$ cat config.mk
export PLATFORM = sky130hd
export DESIGN_NAME = sprite_draw_controller
export DESIGN_NICKNAME = d
export VERILOG_FILES = /design/src/rtl/sprite_draw_controller.sv
export SDC_FILE = /design/constraint.sdc
export NUM_CORES = 1
export LEC_CHECK = 0
export CORE_UTILIZATION = 40
export CTS_CLUSTER_SIZE = 25
export DETAILED_ROUTE_END_ITERATION = 10
export GPL_TIMING_DRIVEN = 0
export SYNTH_ARGS = -nofsm -noshare
export SYNTH_HDL_FRONTEND = slang
export SYNTH_SLANG_ARGS = --single-unit
$ cat constraint.sdc
create_clock -name clk -period 5.75 [get_ports clk]
set_input_delay 1.15 -clock clk [delete_from_list [all_inputs] [get_ports clk]]
set_output_delay 1.15 -clock clk [all_outputs]
set_load 0.01 [all_outputs]
$ cat src/rtl/sprite_draw_controller.sv
// sprite_draw_controller: latches player/enemy/bullet move pulses and serialises one redraw
// job per sprite into a single-pixel plot stream. A job erases the old footprint with
// BG_COLOUR, then draws the new one.
// Optional build macro: SCREEN_CLEAR_EN sweeps the whole 160x120 screen with BG_COLOUR after
// reset/load_level before any sprite job runs.
module sprite_draw_controller #(
    parameter logic [2:0]  PLAYER_COLOUR = 3'b010,
    parameter logic [2:0]  BULLET_COLOUR = 3'b110,
    parameter logic [2:0]  BG_COLOUR     = 3'b000,
    parameter int unsigned PLAYER_W      = 3
) (
    input  logic       clk,
    input  logic       resetn,
    input  logic       load_level,
    input  logic       player_move,
    input  logic [7:0] playerX,
    input  logic [6:0] playerY,
    input  logic       enemy_move,
    input  logic [7:0] enemyX,
    input  logic [6:0] enemyY,
    input  logic [2:0] enemy_width,
    input  logic [2:0] enemy_color,
    input  logic       bullet_move,
    input  logic [7:0] bulletX,
    input  logic [6:0] bulletY,
    output logic [7:0] x,
    output logic [6:0] y,
    output logic [2:0] colour,
    output logic       plot,
    output logic       busy
);
    localparam logic [1:0] SP_PLAYER = 2'd0;
    localparam logic [1:0] SP_ENEMY  = 2'd1;
    localparam logic [1:0] SP_BULLET = 2'd2;
    localparam logic [2:0] PW        = 3'(PLAYER_W);
    localparam logic [8:0] SCREEN_W  = 9'd160;
    localparam logic [7:0] SCREEN_H  = 8'd120;

    typedef enum logic [2:0] {StIdle, StSnap, StErase, StDraw, StClear} state_e;

    state_e     state_q;
    // Per-sprite flags are 4 wide so a 2-bit sprite index never selects out of range.
    logic [3:0] pending_q, first_draw_q;
    logic [1:0] job_id_q;
    logic [7:0] job_x_q;
    logic [6:0] job_y_q;
    logic [2:0] job_w_q, job_col_q;
    logic [7:0] old_x_q [4];
    logic [6:0] old_y_q [4];
    logic [2:0] old_w_q [4];
    logic [2:0] dx_q, dy_q;
`ifdef SCREEN_CLEAR_EN
    logic [7:0] clr_x_q;
    logic [6:0] clr_y_q;
    logic       clr_done_q;
`endif

    logic [3:0] move_req, grant_mask;
    logic [1:0] grant;
    logic [7:0] sel_x;
    logic [6:0] sel_y;
    logic [2:0] sel_w, sel_col;

    // Fixed-priority grant (bullet > player > enemy) and the granted sprite's live inputs.
    always_comb begin
        move_req = {1'b0, bullet_move, enemy_move, player_move};
        if (pending_q[SP_BULLET])      grant = SP_BULLET;
        else if (pending_q[SP_PLAYER]) grant = SP_PLAYER;
        else                           grant = SP_ENEMY;
        grant_mask = '0;
        if (state_q == StIdle && |pending_q) grant_mask[grant] = 1'b1;
        case (job_id_q)
            SP_BULLET: begin
                sel_x = bulletX; sel_y = bulletY; sel_w = 3'd1; sel_col = BULLET_COLOUR;
            end
            SP_PLAYER: begin
                sel_x = playerX; sel_y = playerY; sel_w = PW; sel_col = PLAYER_COLOUR;
            end
            default: begin
                sel_x   = enemyX;
                sel_y   = enemyY;
                sel_w   = (enemy_width == 3'd0) ? 3'd1 : enemy_width;
                sel_col = (enemy_color == 3'd0) ? BG_COLOUR : enemy_color;
            end
        endcase
    end

    logic [2:0] cur_w, nxt_dx, nxt_dy;
    logic       sweep_last;

    // Row-major footprint stepping: dx inner, dy outer.
    always_comb begin
        cur_w      = (state_q == StErase) ? old_w_q[job_id_q] : job_w_q;
        sweep_last = (dx_q == cur_w - 3'd1) && (dy_q == cur_w - 3'd1);
        if (dx_q == cur_w - 3'd1) begin
            nxt_dx = 3'd0;
            nxt_dy = dy_q + 3'd1;
        end else begin
            nxt_dx = dx_q + 3'd1;
            nxt_dy = dy_q;
        end
    end

    logic [7:0] em_bx;
    logic [6:0] em_by;
    logic [2:0] em_dx, em_dy, em_col;
    logic [8:0] em_x;
    logic [7:0] em_y;
    logic       em_on;

    // Pixel to present on the cycle after this edge; widened so off-screen sums never wrap.
    always_comb begin
        em_bx  = '0;
        em_by  = '0;
        em_dx  = '0;
        em_dy  = '0;
        em_col = BG_COLOUR;
        em_on  = 1'b0;
        case (state_q)
            StSnap: begin
                em_on = 1'b1;
                if (first_draw_q[job_id_q]) begin
                    em_bx = sel_x; em_by = sel_y; em_col = sel_col;
                end else begin
                    em_bx = old_x_q[job_id_q]; em_by = old_y_q[job_id_q];
                end
            end
            StErase: begin
                em_on = 1'b1;
                if (sweep_last) begin
                    em_bx = job_x_q; em_by = job_y_q; em_col = job_col_q;
                end else begin
                    em_bx = old_x_q[job_id_q]; em_by = old_y_q[job_id_q];
                    em_dx = nxt_dx; em_dy = nxt_dy;
                end
            end
            StDraw: begin
                em_on  = !sweep_last;
                em_bx  = job_x_q; em_by = job_y_q; em_col = job_col_q;
                em_dx  = nxt_dx; em_dy = nxt_dy;
            end
`ifdef SCREEN_CLEAR_EN
            StClear: begin
                em_on = !clr_done_q;
                em_bx = clr_x_q; em_by = clr_y_q;
            end
`endif
            default: ;
        endcase
        em_x = {1'b0, em_bx} + {6'd0, em_dx};
        em_y = {1'b0, em_by} + {5'd0, em_dy};
    end

    // Job FSM, sprite bookkeeping and registered plot outputs.
    always_ff @(posedge clk) begin
        if (!resetn || load_level) begin
`ifdef SCREEN_CLEAR_EN
            state_q    <= StClear;
            clr_x_q    <= '0;
            clr_y_q    <= '0;
            clr_done_q <= 1'b0;
`else
            state_q    <= StIdle;
`endif
            pending_q    <= 4'b0111;
            first_draw_q <= 4'b0111;
            job_id_q     <= '0;
            job_x_q      <= '0;
            job_y_q      <= '0;
            job_w_q      <= '0;
            job_col_q    <= '0;
            dx_q         <= '0;
            dy_q         <= '0;
            for (int i = 0; i < 4; i++) begin
                old_x_q[i] <= '0;
                old_y_q[i] <= '0;
                old_w_q[i] <= '0;
            end
            x      <= '0;
            y      <= '0;
            colour <= '0;
            plot   <= 1'b0;
            busy   <= 1'b0;
        end else begin
            // A pulse on the grant cycle wins over the clear, so it is never lost.
            pending_q <= (pending_q & ~grant_mask) | move_req;
            x         <= em_x[7:0];
            y         <= em_y[6:0];
            colour    <= em_col;
            plot      <= em_on && (em_x < SCREEN_W) && (em_y < SCREEN_H);
            unique case (state_q)
                StIdle: begin
                    if (|pending_q) begin
                        job_id_q <= grant;
                        state_q  <= StSnap;
                        busy     <= 1'b1;
                    end
                end
                StSnap: begin
                    job_x_q   <= sel_x;
                    job_y_q   <= sel_y;
                    job_w_q   <= sel_w;
                    job_col_q <= sel_col;
                    dx_q      <= '0;
                    dy_q      <= '0;
                    if (first_draw_q[job_id_q]) state_q <= StDraw;
                    else                        state_q <= StErase;
                end
                StErase: begin
                    if (sweep_last) begin
                        dx_q    <= '0;
                        dy_q    <= '0;
                        state_q <= StDraw;
                    end else begin
                        dx_q <= nxt_dx;
                        dy_q <= nxt_dy;
                    end
                end
                StDraw: begin
                    if (sweep_last) begin
                        old_x_q[job_id_q]      <= job_x_q;
                        old_y_q[job_id_q]      <= job_y_q;
                        old_w_q[job_id_q]      <= job_w_q;
                        first_draw_q[job_id_q] <= 1'b0;
                        state_q                <= StIdle;
                        busy                   <= 1'b0;
                    end else begin
                        dx_q <= nxt_dx;
                        dy_q <= nxt_dy;
                    end
                end
`ifdef SCREEN_CLEAR_EN
                StClear: begin
                    if (clr_done_q) begin
                        state_q <= StIdle;
                        busy    <= 1'b0;
                    end else begin
                        busy <= 1'b1;
                        if (clr_x_q == 8'd159) begin
                            clr_x_q <= '0;
                            if (clr_y_q == 7'd119) clr_done_q <= 1'b1;
                            else                   clr_y_q    <= clr_y_q + 7'd1;
                        end else begin
                            clr_x_q <= clr_x_q + 8'd1;
                        end
                    end
                end
`endif
                default: state_q <= StIdle;
            endcase
        end
    end

endmodule

== After elaboration in Yosys (flattened, before gate mapping) ==
Memory sizes are Yosys's and may differ from the RTL's. A register that Yosys moved wholly into a read port is not among the register bits.
Cells that the tools add are included.
Operators by class
  reductions and logical operators: 25
  magnitude comparators: 6
  add/sub/neg operators: 5
  equal/unequal tests: 10
  multiplexer cells: 65
  bitwise gates (word level): 5
Operators with widths (count)
  $mux W3: 15
  $pmux W3 S3: 3
  $mux W8: 3
  $pmux W3 S2: 4
  $pmux W8 S3: 1
  $mux W7: 3
  $pmux W7 S3: 1
  $mux W2: 10
  $mux W1: 16
  $pmux W8 S2: 1
  $pmux W7 S2: 1
  $pmux W3 S4: 1
  $add A8 B3 Y9: 1
  $logic_not A3 Y1: 3
  $lt A9 B8 Y1 const B: 1
  $add A7 B3 Y8: 1
  $and A4 B4 Y4: 2
  $lt A8 B7 Y1 const B: 1
  $not A4 Y4: 2
  $reduce_or A8 Y1: 1
  $reduce_or A7 Y1: 1
  $add A3 B1 Y3 const B: 2
  $eq A3 B2 Y1 const B: 2
  $eq A3 B3 Y1: 2
  23 further kinds: 38
Word-level totals
  input bits: 57
  memories: 3
  register bits after elaboration: 60
  word-level logic and storage cells: 134
  bits in writable memories: 72
  output and inout bits: 20
Memories
  old_x_q: depth 4, bits a word 8, read ports 1, clocked after Yosys merged registers in 1, write ports 4, RTL line 48  | logic [7:0] old_x_q [4];
  old_y_q: depth 4, bits a word 7, read ports 1, clocked after Yosys merged registers in 1, write ports 4, RTL line 49  | logic [6:0] old_y_q [4];
  old_w_q: depth 4, bits a word 3, read ports 1, clocked after Yosys merged registers in 1, write ports 4, RTL line 50  | logic [2:0] old_w_q [4];

== Depth between registers and ports, before layout ==
Gate-level depths: netlist of run 1.
  depth after elaboration: 11
  gate-level depth with buffers: 23
  depth with buffers taken out: 22

== Least setup slack after synthesis of run 1 ==
OpenSTA, ideal clock, no wires.
  path kind: reg2reg
  start: register with a tool-made name
  end: register plot
  required time: 5.634 ns
  data arrival time: 5.057 ns
  path slack: 0.576 ns
  path buffers: 3
  library setup time: 0.116 ns
  stages on the path, launching flop included: 23
  clock period less this slack: 5.174 ns
  cells stage by stage: dfxtp_1 -> buf_6 -> buf_2 -> mux4_2 -> mux2i_1 -> ha_1 -> nor3b_1 -> o21ba_2 -> nor4_4 -> o221ai_1 -> nand2_1 -> clkbuf_1 -> a222oi_1 -> nor2_1 -> ha_1 -> inv_1 -> fa_1 -> inv_1 -> a21oi_1 -> or3_1 -> or4b_1 -> o211a_1 -> o211a_1
RTL lines
  end signal, assigned: RTL line 190  | plot <= em_on && (em_x < SCREEN_W) && (em_y < SCREEN_H);
  end, declared: RTL line 29  | output logic plot,

== Final worst setup path of run 1 ==
  start: register state_q[0]
  end: register plot
Between the ends
  word-level cells in the longest chain between the ends: 11
  elaborated cells between the ends (all ways): 27
  classes of those cells: add/sub (3); order compare (2); eq/ne (5); mux (12); reduce/logical (5)
RTL lines
  start, declared: RTL line 41  | state_e state_q;
  start signal, assigned: RTL line 163  | state_q <= StIdle;
  start signal, assigned: RTL line 195  | state_q <= StSnap;
  start signal, assigned: RTL line 206  | if (first_draw_q[job_id_q]) state_q <= StDraw;
  $eq A3 B2 Y1: RTL line 93, 119
  $mux W3: RTL line 93  | cur_w = (state_q == StErase) ? old_w_q[job_id_q] : job_w_q;
  $sub A3 B1 Y3: RTL line 94, 95
  $eq A3 B3 Y1, on equally long branches: RTL line 94, 95
  $mux W3 or $logic_and A1 B1 Y1 (tied branches): RTL line 95, 94
  $mux W3 or $mux W8 (tied branches): RTL line 130  | if (sweep_last) begin
  $pmux W3 S2 or $pmux W8 S3 (tied branches): RTL line 119  | case (state_q)
  $add A8 B3 Y9: RTL line 150  | em_x = {1'b0, em_bx} + {6'd0, em_dx};
  $lt A9 B8 Y1: RTL line 190
  $logic_and A1 B1 Y1: RTL line 190
  $logic_and A1 B1 Y1 *: RTL line 190
Every way passes the cells marked *; elsewhere a longest branch is shown, timed or not.
A chain may end at the register's enable or synchronous reset.

==> metrics, run 1 <==
cell breakdown of the critical path inv_1, ha_2, clkbuf_4, clkbuf_4, mux2i_4, ha_2, xnor2_1, nor2_1, o311a_4, o22a_1, buf_4, nor2_4, a222oi_1, nor2_1, ha_1, inv_1, fa_1, inv_1, a21oi_1, or3_1, or4b_1, o211a_1, o211a_1; placed wire-length estimate 14770 µm; CP Max Fanout 10; Leak 3.262 nW; Setup WS pre-CTS -728.2 ps; Max Cap Violations 0; Pwr Density 264.3 mW/mm²; Combinational Power Share 0.107; final setup fails 0; prevailing post-synth register cell edfxtp_1; initial antenna violation count 0; final instance area 0.008773 mm²; first-pass GRT wire length 31920 µm; layout cells sized above 1 0.1322; Synth top cells by count 85 x nor2_1, 72 x edfxtp_1, 61 x dfxtp_1, 45 x mux2i_1, 41 x nand2_1; Hold Buf Count CTS 0; worst min-delay path category register to register; Synth cell types 67; clock latency on the worst-skew pair 420 ps; TritonCTS Buffers 17; Die Ht 134.4 µm; Clock Path Buffers 2; sequential share of the synthesized area 0.4822; TritonCTS Sinks 133; global route overflow 0; YS warnings 0; starting density of the core 0.4071; CP Class register to register; Post-Synthesis Cells 662; Reg2Reg Depth 23; Max Slew Vio Count 0; CP dominant cell by count inv_1; DRC violations left 0; Avg Inst Size Synth 10.60 µm²; data required time of the worst path 6060 ps; Final TNS setup 0 ps; period utilization 0.9538; n_diodes 0; drt pass-1 iters 5; drt total wl 20800 µm; Rows 48; Seq cells post-synth 133; Nets 840; number of global-route vias before repair 5547; hold_sp first_draw_q[3]$_SDFFE_PP0P_; Synth async-reset ratio 0; Routed Antenna Nets 0; delay of the slowest critical-path stage 480 ps; share of the synthesized area in the top cell type 0.3081; worst-margin pin slew 1211 ps; synth top area cells edfxtp_1 31%, dfxtp_1 17%, mux2i_1 6.4%; die outline width 134.4 µm; htree depth 4; maximum number of pins on one net before global-route repair 20; Slew headroom 0.1924; gp weighted congestion 0.8973; R2R Path Start state_q[0]$_SDFFE_PP0P_; Setup crit end kind register; largest area contributor in the netlist edfxtp_1; WHS Path Cells 2; Pint 1.733 mW; FF-to-FF End plot$_SDFF_PP0_; Max VDD drop 0.2189 mV; NetSw 0.5858 mW; clk root buf clkbuf_16; Power, Total 2.319 mW; vias per cell 5.586; flop2flop setup slack 270 ps; Final Util 0.5090; Setup crit start kind register; switch share 0.2526; hold endpoint first_draw_q[3]$_SDFFE_PP0P_; Setup Skew 9.721 ps; Port Buffer Count 76; GRT Util Overall 0.2415; RSZ-0062 raised after global routing false; Final WS setup 265.7 ps; CTS tree built; area of the mapped netlist 0.007017 mm²; max frequency 182.3 MHz; top-count cell post-synth nor2_1; Avg WL per Cell 20.72 µm; critical path arrival 5790 ps; clock share of power 0.444; Post-synth EDFFs 72; syn_nets 736; area post-placement 0.008078 mm²; area delta synth->final 25.04%; CORE AREA 0.01724 mm²; Tmin final 5484 ps; crit path max-delay cell type or4b_1; final hold vios 0; Reg power frac 0.449; Clock Pin Slew Worst Setup and Hold Paths 60 ps; Iter 0 DRT Violations 516; io pins 77; vias 5608; die area 0.01808 mm²; outcome complete, no violations
power by group through the flow:
stage	clock network (mW)	logic, mW	registers [mW]
floorplan	0	0.137	1.06
global placement	0	0.235	1.06
detailed placement	0	0.239	1.06
CTS	1.04	0.243	1.04
global route	1.09	0.264	1.04
finish	1.03	0.247	1.04
cell families after synthesis:
logic type      share of synthesized area
fa+ha+maj                         0.03245
buf+inv                           0.03887
flops                              0.4822
xor+xnor                          0.01872
mux                                0.1428
simple gates                       0.1865
compound gates                    0.09843
how the worst max path moves through the flow:
stage                            start                           to  slack [ps]  depth (start not counted)
2_1_floorplan                 register              plot$_SDFF_PP0_         580                         22
3_3_place_gp   state_q[0]$_SDFFE_PP0P_  old_w_q[2][0]$_SDFFCE_PN0P_       -1230                         13
3_5_place_dp   state_q[0]$_SDFFE_PP0P_              plot$_SDFF_PP0_        -730                         23
4_1_cts        state_q[0]$_SDFFE_PP0P_              plot$_SDFF_PP0_          10                         22
5_1_grt        state_q[0]$_SDFFE_PP0P_              plot$_SDFF_PP0_          10                         23
6_report       state_q[0]$_SDFFE_PP0P_              plot$_SDFF_PP0_         270                         23
placed cells by master (no fill, tap or decap), types with 13 or more instances in the layout:
| cell | synthesis | routed |
|---|---|---|
| dfxtp_1 | 61 | 60 |
| and2_1 | 34 | 34 |
| o21ai_0 | 22 | 21 |
| clkbuf_1 | 32 | 31 |
| and3_1 | 29 | 29 |
| clkbuf_16 | 0 | 17 |
| a21oi_1 | 26 | 25 |
| nor2_1 | 85 | 85 |
| inv_1 | 24 | 24 |
| mux2i_1 | 45 | 42 |
| edfxtp_1 | 72 | 72 |
| mux4_2 | 13 | 13 |
| ha_1 | 15 | 13 |
| nand2_1 | 41 | 40 |
| clkdlybuf4s50_1 | 0 | 76 |
| nor3_1 | 24 | 24 |
| mux2_2 | 16 | 16 |
cell type report:
type,instances,area [µm²]
well taps,225,281.5
clock buffers,18,429.2
plain buffers,41,198.9
inverters,24,90.09
flip-flops and latches,133,3385
repair buffers,86,843.3
multi-input cells,463,3413
fillers,1537,8463
clock inverters,14,132.6
registers in the layout, indices dropped and copies added, names as in the netlist, named ones only:
name	count
busy	1
colour	3
dx_q	3
dy_q	3
first_draw_q	4
job_col_q	3
job_id_q	2
job_w_q	3
job_x_q	8
job_y_q	7
old_w_q	12
old_x_q	32
old_y_q	28
pending_q	4
plot	1
state_q	2
x	8
y	7
worst max-delay path: cells and delay by family (launching register included):
kind                     cells  cell delay (ps)
AO/OA/AOI/OAI                6             1240
XOR/XNOR                     1              120
adder cells (fa/ha/maj)      4             1080
buffers and inverters        6              930
flip-flops                   1              360
multiplexers                 1              320
AND/OR/NAND/NOR              5             1300
layer usage:
metal / vias up / wire length, µm / GRT usage
met5: - / 0 / 0
met4: 0 / 397 / 0.08052
met3: 34 / 1411 / 0.04913
met2: 221 / 10250 / 0.4030
met1: 2746 / 8746 / 0.3125
li1: 2607 / - / -
timing repair:
action,in CTS,in global routing
setup buffers,5,4
endpoints found under the setup margin,43,39
gates resized for setup,8,14
endpoints found under the hold margin,0,0
pin swaps,3,2
metrics by stage:
step / cells / hold slack [ps]
final: 1004 / 426.9
after global routing: 1004 / 452.0
after CTS: 1000 / 425.7
after detailed placement: 964 / 416.8
after global placement: 963 / 415.7
after floorplan: 662 / 408.0
Power figures use the tool's default switching activity.
==> run 2: changes to the inputs <==
==> constraint.sdc (replaced) <==
create_clock -name clk -period 5.75 [get_ports clk]
set_input_delay 1.15 -clock clk [delete_from_list [all_inputs] [get_ports clk]]
set_output_delay 1.15 -clock clk [all_outputs]
set_load 0.02 [all_outputs]
==> results of run 2 <==
Same layout as run 1 (identical final DEF). Status: complete, no violations.
Main changes from that run: total power 2.319 mW -> 2.320 mW
